[config.mk]
export PLATFORM = sky130hd
export DESIGN_NAME = dpu_seq_ctrl_flat
export DESIGN_NICKNAME = d
export VERILOG_FILES = /design/src/rtl/dpu_seq_ctrl_if.sv /design/src/rtl/dpu_seq_ctrl.sv /design/src/flat_wrapper.sv
export SDC_FILE = /design/constraint.sdc
export NUM_CORES = 1
export LEC_CHECK = 0
export BUFFER_PORTS_ARGS = -buffer_cell sky130_fd_sc_hd__buf_2
export CAP_MARGIN = 10
export CELL_PAD_IN_SITES_DETAIL_PLACEMENT = 2
export CELL_PAD_IN_SITES_GLOBAL_PLACEMENT = 2
export CORE_MARGIN = 2
export CORE_UTILIZATION = 39
export CTS_CLUSTER_DIAMETER = 60
export DETAILED_ROUTE_END_ITERATION = 10
export PLACE_DENSITY_LB_ADDON = 0.1
export SYNTH_ARGS = -nofsm -noshare
export SYNTH_HDL_FRONTEND = slang
export SYNTH_SLANG_ARGS = --single-unit
[constraint.sdc]
create_clock -name clk -period 2.4 [get_ports clk]
set_input_delay 0.6 -clock clk [delete_from_list [all_inputs] [get_ports clk]]
set_output_delay 0.6 -clock clk [all_outputs]
set_load 0.05 [all_outputs]
[src/rtl/dpu_seq_ctrl_if.sv]
// dpu_seq_ctrl_if: config/start/status bundle between the instruction decoder (master) and the DPU option sequencer (slave)
interface dpu_seq_ctrl_if #(
    parameter int NUM_STATES  = 4,
    parameter int DELAY_WIDTH = 8,
    parameter int ITER_WIDTH  = 8
);
    localparam int OPT_WIDTH = NUM_STATES > 1 ? $clog2(NUM_STATES) : 1;

    logic                   cfg_valid;
    logic [OPT_WIDTH-1:0]   cfg_addr;
    logic [DELAY_WIDTH-1:0] cfg_delay;
    logic                   cfg_clr;
    logic                   cfg_err;
    logic                   start;
    logic [OPT_WIDTH:0]     start_len;
    logic [ITER_WIDTH-1:0]  start_iter;
    logic                   abort;
    logic                   busy;
    logic [OPT_WIDTH-1:0]   option;
    logic                   option_valid;
    logic                   acc_clear;
    logic                   done;

    modport master (
        output cfg_valid, cfg_addr, cfg_delay, cfg_clr, start, start_len, start_iter, abort,
        input  cfg_err, busy, option, option_valid, acc_clear, done
    );

    modport slave (
        input  cfg_valid, cfg_addr, cfg_delay, cfg_clr, start, start_len, start_iter, abort,
        output cfg_err, busy, option, option_valid, acc_clear, done
    );
endinterface

[src/rtl/dpu_seq_ctrl.sv]
// dpu_seq_ctrl: steps the DPU option index through a programmed dwell/clear table for N passes; DPU_SEQ_PERF_EN adds a busy-cycle counter
module dpu_seq_ctrl #(
    parameter int NUM_STATES  = 4,
    parameter int DELAY_WIDTH = 8,
    parameter int ITER_WIDTH  = 8
) (
    input logic            clk,
    input logic            rst_n,
    dpu_seq_ctrl_if.slave  bus
`ifdef DPU_SEQ_PERF_EN
    ,
    output logic [15:0]    perf_cycles
`endif
);
    localparam int OPT_WIDTH = NUM_STATES > 1 ? $clog2(NUM_STATES) : 1;
    localparam logic [OPT_WIDTH:0] NS = (OPT_WIDTH+1)'(NUM_STATES);

    typedef enum logic [1:0] {IDLE, RUN, DONE} state_t;

    state_t                 state;
    logic [DELAY_WIDTH-1:0] delay_tab [NUM_STATES];
    logic [NUM_STATES-1:0]  clr_tab;
    logic [DELAY_WIDTH-1:0] cnt;
    logic [ITER_WIDTH-1:0]  iter_left;
    logic [OPT_WIDTH-1:0]   last;
    logic [OPT_WIDTH-1:0]   last_in;
    logic [OPT_WIDTH-1:0]   nxt;
    logic [OPT_WIDTH:0]     len_eff;
    logic [DELAY_WIDTH-1:0] delay0;
    logic                   clr0;
    logic                   wr_idle;
    logic                   accept;

    // Clamp the requested length and forward a same-cycle entry-0 write into the first state
    always_comb begin
        wr_idle = bus.cfg_valid && state == IDLE && {1'b0, bus.cfg_addr} < NS;
        accept  = bus.start && state == IDLE;
        len_eff = bus.start_len == '0 ? (OPT_WIDTH+1)'(1) : bus.start_len > NS ? NS : bus.start_len;
        last_in = OPT_WIDTH'(len_eff - 1'b1);
        delay0  = wr_idle && bus.cfg_addr == '0 ? bus.cfg_delay : delay_tab[0];
        clr0    = wr_idle && bus.cfg_addr == '0 ? bus.cfg_clr : clr_tab[0];
        nxt     = bus.option + 1'b1;
    end

    // Option table: writable only while idle so a running sequence never sees a change
    always_ff @(posedge clk or negedge rst_n) begin
        if (!rst_n) begin
            for (int i = 0; i < NUM_STATES; i++) delay_tab[i] <= '0;
            clr_tab <= '0;
        end else if (wr_idle) begin
            delay_tab[bus.cfg_addr] <= bus.cfg_delay;
            clr_tab[bus.cfg_addr]   <= bus.cfg_clr;
        end
    end

    // Sequencer FSM: dwell countdown per state, advance/wrap/finish, abort has priority over advance
    always_ff @(posedge clk or negedge rst_n) begin
        if (!rst_n) begin
            state            <= IDLE;
            cnt              <= '0;
            iter_left        <= '0;
            last             <= '0;
            bus.busy         <= 1'b0;
            bus.option       <= '0;
            bus.option_valid <= 1'b0;
            bus.acc_clear    <= 1'b0;
            bus.done         <= 1'b0;
            bus.cfg_err      <= 1'b0;
        end else begin
            bus.cfg_err   <= bus.cfg_valid && state != IDLE;
            bus.done      <= 1'b0;
            bus.acc_clear <= 1'b0;
            case (state)
                IDLE: if (accept) begin
                    state            <= RUN;
                    last             <= last_in;
                    iter_left        <= bus.start_iter;
                    cnt              <= delay0;
                    bus.option       <= '0;
                    bus.option_valid <= 1'b1;
                    bus.busy         <= 1'b1;
                    bus.acc_clear    <= clr0;
                end
                RUN: if (bus.abort) begin
                    state            <= IDLE;
                    bus.option       <= '0;
                    bus.option_valid <= 1'b0;
                    bus.busy         <= 1'b0;
                end else if (cnt != '0) begin
                    cnt <= cnt - 1'b1;
                end else if (bus.option != last) begin
                    bus.option    <= nxt;
                    cnt           <= delay_tab[nxt];
                    bus.acc_clear <= clr_tab[nxt];
                end else if (iter_left != '0) begin
                    iter_left     <= iter_left - 1'b1;
                    bus.option    <= '0;
                    cnt           <= delay_tab[0];
                    bus.acc_clear <= clr_tab[0];
                end else begin
                    state            <= DONE;
                    bus.done         <= 1'b1;
                    bus.busy         <= 1'b0;
                    bus.option_valid <= 1'b0;
                end
                default: state <= IDLE;
            endcase
        end
    end

`ifdef DPU_SEQ_PERF_EN
    // Busy-cycle counter: cleared on accepted start, saturating, frozen when idle
    always_ff @(posedge clk or negedge rst_n) begin
        if (!rst_n) perf_cycles <= '0;
        else if (accept) perf_cycles <= '0;
        else if (bus.busy && perf_cycles != 16'hFFFF) perf_cycles <= perf_cycles + 1'b1;
    end
`endif
endmodule

[src/flat_wrapper.sv]
// flat-port wrapper written by rule: the top's interface ports become plain ports
module dpu_seq_ctrl_flat 
#(
    parameter int NUM_STATES  = 4,
    parameter int DELAY_WIDTH = 8,
    parameter int ITER_WIDTH  = 8
)
  (clk, rst_n, bus_cfg_valid, bus_cfg_addr, bus_cfg_delay, bus_cfg_clr, bus_start, bus_start_len, bus_start_iter, bus_abort, bus_cfg_err, bus_busy, bus_option, bus_option_valid, bus_acc_clear, bus_done);
  dpu_seq_ctrl_if #(.NUM_STATES(NUM_STATES), .DELAY_WIDTH(DELAY_WIDTH), .ITER_WIDTH(ITER_WIDTH)) bus_i ();
  input logic clk;
  input logic rst_n;
  input wire logic [$bits(bus_i.cfg_valid)-1:0] bus_cfg_valid;
  input wire logic [$bits(bus_i.cfg_addr)-1:0] bus_cfg_addr;
  input wire logic [$bits(bus_i.cfg_delay)-1:0] bus_cfg_delay;
  input wire logic [$bits(bus_i.cfg_clr)-1:0] bus_cfg_clr;
  input wire logic [$bits(bus_i.start)-1:0] bus_start;
  input wire logic [$bits(bus_i.start_len)-1:0] bus_start_len;
  input wire logic [$bits(bus_i.start_iter)-1:0] bus_start_iter;
  input wire logic [$bits(bus_i.abort)-1:0] bus_abort;
  output wire logic [$bits(bus_i.cfg_err)-1:0] bus_cfg_err;
  output wire logic [$bits(bus_i.busy)-1:0] bus_busy;
  output wire logic [$bits(bus_i.option)-1:0] bus_option;
  output wire logic [$bits(bus_i.option_valid)-1:0] bus_option_valid;
  output wire logic [$bits(bus_i.acc_clear)-1:0] bus_acc_clear;
  output wire logic [$bits(bus_i.done)-1:0] bus_done;
  assign bus_i.cfg_valid = bus_cfg_valid;
  assign bus_i.cfg_addr = bus_cfg_addr;
  assign bus_i.cfg_delay = bus_cfg_delay;
  assign bus_i.cfg_clr = bus_cfg_clr;
  assign bus_i.start = bus_start;
  assign bus_i.start_len = bus_start_len;
  assign bus_i.start_iter = bus_start_iter;
  assign bus_i.abort = bus_abort;
  assign bus_cfg_err = bus_i.cfg_err;
  assign bus_busy = bus_i.busy;
  assign bus_option = bus_i.option;
  assign bus_option_valid = bus_i.option_valid;
  assign bus_acc_clear = bus_i.acc_clear;
  assign bus_done = bus_i.done;
  dpu_seq_ctrl #(.NUM_STATES(NUM_STATES), .DELAY_WIDTH(DELAY_WIDTH), .ITER_WIDTH(ITER_WIDTH)) u_core (.clk(clk), .rst_n(rst_n), .bus(bus_i));
endmodule
==> results.cfg <==
[routing]
ant_nets = 0
num_vias = 2661
drc = 0
routed_wl_mm = 9.33
drtPass1Iterations = 4
drtIter0Drc = 64
wl_per_cell_microns = 19.9
vias_per_cell = 5.69

[clocking]
cts_buffer_depth = 2
cts_setup_buffers = 0
hold_buffers = 0
cts_resized = 0
clk_latency_ns = 0.34
h-tree-depth = 3
clkSinkCount = 62
cts_tree = yes
cts_made_buffers = 9
clockRootBuffer = clkbuf_8
path_clk_slew_ns = 0.08

[timing]
worstMarginPinSlew_ns = 0.663
clock.fmax_ghz = 0.489
skew_ns = 0.0101
rsz0062_at_grt = false
tns_ns = 0
hold_viol = 0
final.min_clock_period_ns = 2.05
period_share_pct = 85.2
drv_slew = 0
max_slew_margin_pct = 55.5
finalSetupViolCount = 0
fin_ws_ns = 0.355

[final_layout]
area_growth_pct = 17.4
diodes = 0
stdcell_count = 468
fin_nets = 389
n_fill_cell = 897
drive_gt1_share_pct = 32.0

[synthesis]
avgSynthCellArea_sq_um = 10.7
ys.flop_type = dfrtp_1
synthSimpleGateAreaFrac_pct = 15.2
muxShareOfSynthArea_pct = 15.3
synth_edf_count = 0
synth_seq_cells = 62
synth_cells = 309
synth_area_sq_mm = 0.00332
synth_compound_area_share_pct = 17.0
async_flop_share_pct = 100
synth-xor-area-share_pct = 1.06
syn-num-nets = 340
synth_cell_types = 57
synthAdderAreaFrac_pct = 1.51
ys_warn_count = 0
synth_seq_area_share_pct = 46.7
synth_top_family_by_area = compound AO/OA/AOI/OAI gates

[pwr]
leakage_nw = 1.67
ir_drop_v = 0.000441
powerDensity_mw_per_mm2 = 986

[setup_path]
path_max_fanout = 9
ff2ff_setup_slack_ns = 0.35
worst-setup-path-type = reg -> reg
cp.arrival_ns = 2.26
cp_num_buf_inv = 1
crit_family = simple AND/OR/NAND/NOR gates
crit_slowest_cell = dfrtp_1
setup.worst_path.end_class = flip-flop
crit_chain = nor2_1 -> and4bb_1 -> buf_4 -> mux2_1 -> nor2_1 -> o41ai_2
startpoint_type = flip-flop
cp_common_cell = nor2_1
critPathMaxStageDelay_ns = 0.46
required_ns = 2.62

[die]
coreArea_sq_mm = 0.00822
die_w_microns = 96.3
io_pins = 34
initial_core_util_pct = 40.4
dieHeight_microns = 96.3
std_cell_rows = 33
die_area_sq_mm = 0.00927

[grt]
grt_pass1_vias = 2909
grtUsageTotal_pct = 22.3
grt_first_pass_wirelength_mm = 15.4
antenna_found_initial = 0
grt_max_degree = 45
grt_overflow_total = 0

[min_path]
hold_path_class = in -> async

[job]
cap_viol_max_count = 0

[placed_design]
dp_slack_ns = 0.355
post-place-cells = 452
port_buffers = 33
dp_hpwl_mm = 6.85
gp_congestion = 0.844

[run_status]
run_status = completed
==> placed cells by master (no fill, tap or decap), drive strengths merged, types with 4 or more instances in the layout <==
| cell | netlist | layout |
|---|---|---|
| buf | 8 | 51 |
| ha | 4 | 4 |
| nand2 | 16 | 16 |
| a211oi | 5 | 5 |
| clkbuf | 5 | 9 |
| nor3 | 10 | 10 |
| o21ai | 29 | 29 |
| a21oi | 18 | 18 |
| nor2 | 20 | 20 |
| mux2i | 9 | 9 |
| nor3b | 8 | 8 |
| o31ai | 5 | 5 |
| inv | 10 | 14 |
| dfrtp | 62 | 62 |
| nor2b | 5 | 5 |
| nand2b | 7 | 7 |
| nor4 | 6 | 6 |
| a2bb2oi | 8 | 8 |
| mux2 | 37 | 37 |
==> worst paths after layout <==
path	startpoint	endpoint	cells after the start
max	u_core.state[0]$_DFFE_PN0P_	u_core.cnt[7]$_DFFE_PN0P_	6
min	rst_n	u_core.last[1]$_DFFE_PN0P_	1
max reg2reg	u_core.state[0]$_DFFE_PN0P_	u_core.cnt[7]$_DFFE_PN0P_	6
min reg2reg	u_core.delay_tab[11]$_DFFE_PN0P_	u_core.delay_tab[11]$_DFFE_PN0P_	1
max in group asynchronous	rst_n	u_core.cnt[0]$_DFFE_PN0P_	2
min in group clk	bus_abort	u_core.bus.done$_DFF_PN0_	2
==> per-stage QoR <==
step / power [mW] / util (%) / hold slack [ns] / cell area [sq um]
floorplan: 2.48 / - / 0.304 / 3320
global placement: 2.83 / 45.0 / 0.486 / 3700
detailed placement: 2.90 / 45.0 / 0.495 / 3700
CTS: 3.89 / 47.4 / 0.214 / 3900
global route: 4.12 / 47.4 / 0.224 / 3900
finish: 3.84 / 47.4 / 0.209 / 3900
==> state kept, by name, summed over array words and instances (netlist names) <==
| signal | cells |
|---|---|
| u_core.delay_tab | 32 |
| u_core.cnt | 8 |
| u_core.iter_left | 8 |
| u_core.clr_tab | 4 |
| u_core.bus.option | 2 |
| u_core.last | 2 |
| u_core.state | 2 |
| u_core.bus.acc_clear | 1 |
| u_core.bus.cfg_err | 1 |
| u_core.bus.done | 1 |
| u_core.bus.option_valid | 1 |
==> cells in the mapped netlist, types with 2 or more instances <==
library cell	n	area, sq um
dfrtp_1	62	1550
mux2_2	35	394
o21ai_0	19	95.1
a21oi_1	18	90.1
nor2_1	18	67.6
nand2_1	16	60.1
nor3_1	10	50.1
o21ai_1	10	50.1
inv_1	9	33.8
mux2i_1	9	90.1
a2bb2oi_1	8	70.1
nand2b_1	7	43.8
a211oi_1	5	37.5
clkbuf_1	5	18.8
nor2b_1	5	31.3
nor3b_1	5	37.5
o31ai_1	5	37.5
buf_2	4	20.0
ha_1	4	50.1
nor4_1	4	25.0
nor3b_2	3	37.5
a2111oi_0	2	17.5
a21o_1	2	15.0
a22oi_1	2	15.0
and3_1	2	12.5
buf_4	2	15.0
mux2_1	2	22.5
nand3_1	2	10.0
nor4_4	2	42.5
o21bai_1	2	15.0
o22ai_1	2	12.5
xnor2_1	2	17.5
xor2_1	2	17.5
==> power breakdown <==
part,leakage (nW),internal [mW],total [mW],switching [mW]
combinational,0.811,0.555,1.22,0.666
sequential,0.752,1.36,1.65,0.293
clock,0.105,0.495,0.968,0.473
total,1.67,2.41,3.84,1.43
==> routing by layer <==
layer | track usage [%] | vias up | wire length [microns]
li1 | - | 1235 | -
met1 | 28.4 | 1384 | 4170
met2 | 39.5 | 38 | 4870
met3 | 3.05 | 4 | 224
met4 | 5.71 | 0 | 55
met5 | 0 | - | 0
==> cell type report <==
cell class                 instances  area, sq um  area share [%]
multi-input combinational        224         1660            42.7
sequential                        62         1550            39.8
timing repair buffer              51          313            8.02
tap                              105          131            3.37
clock buffer                       9          124            3.18
clock inverter                     7         78.8            2.02
inverter                          10         37.5           0.963
==> logic make-up (layout without fill, tap and decap cells) <==
kind of cell | Yosys count | in the layout
buffers and inverters | 23 | 77
AO/OA/AOI/OAI | 85 | 85
multiplexers | 46 | 46
adder cells (fa/ha/maj) | 4 | 4
XOR/XNOR | 4 | 4
AND/OR/NAND/NOR | 85 | 85
flip-flops | 62 | 62
Note: power is estimated with default switching activity, not from simulation.
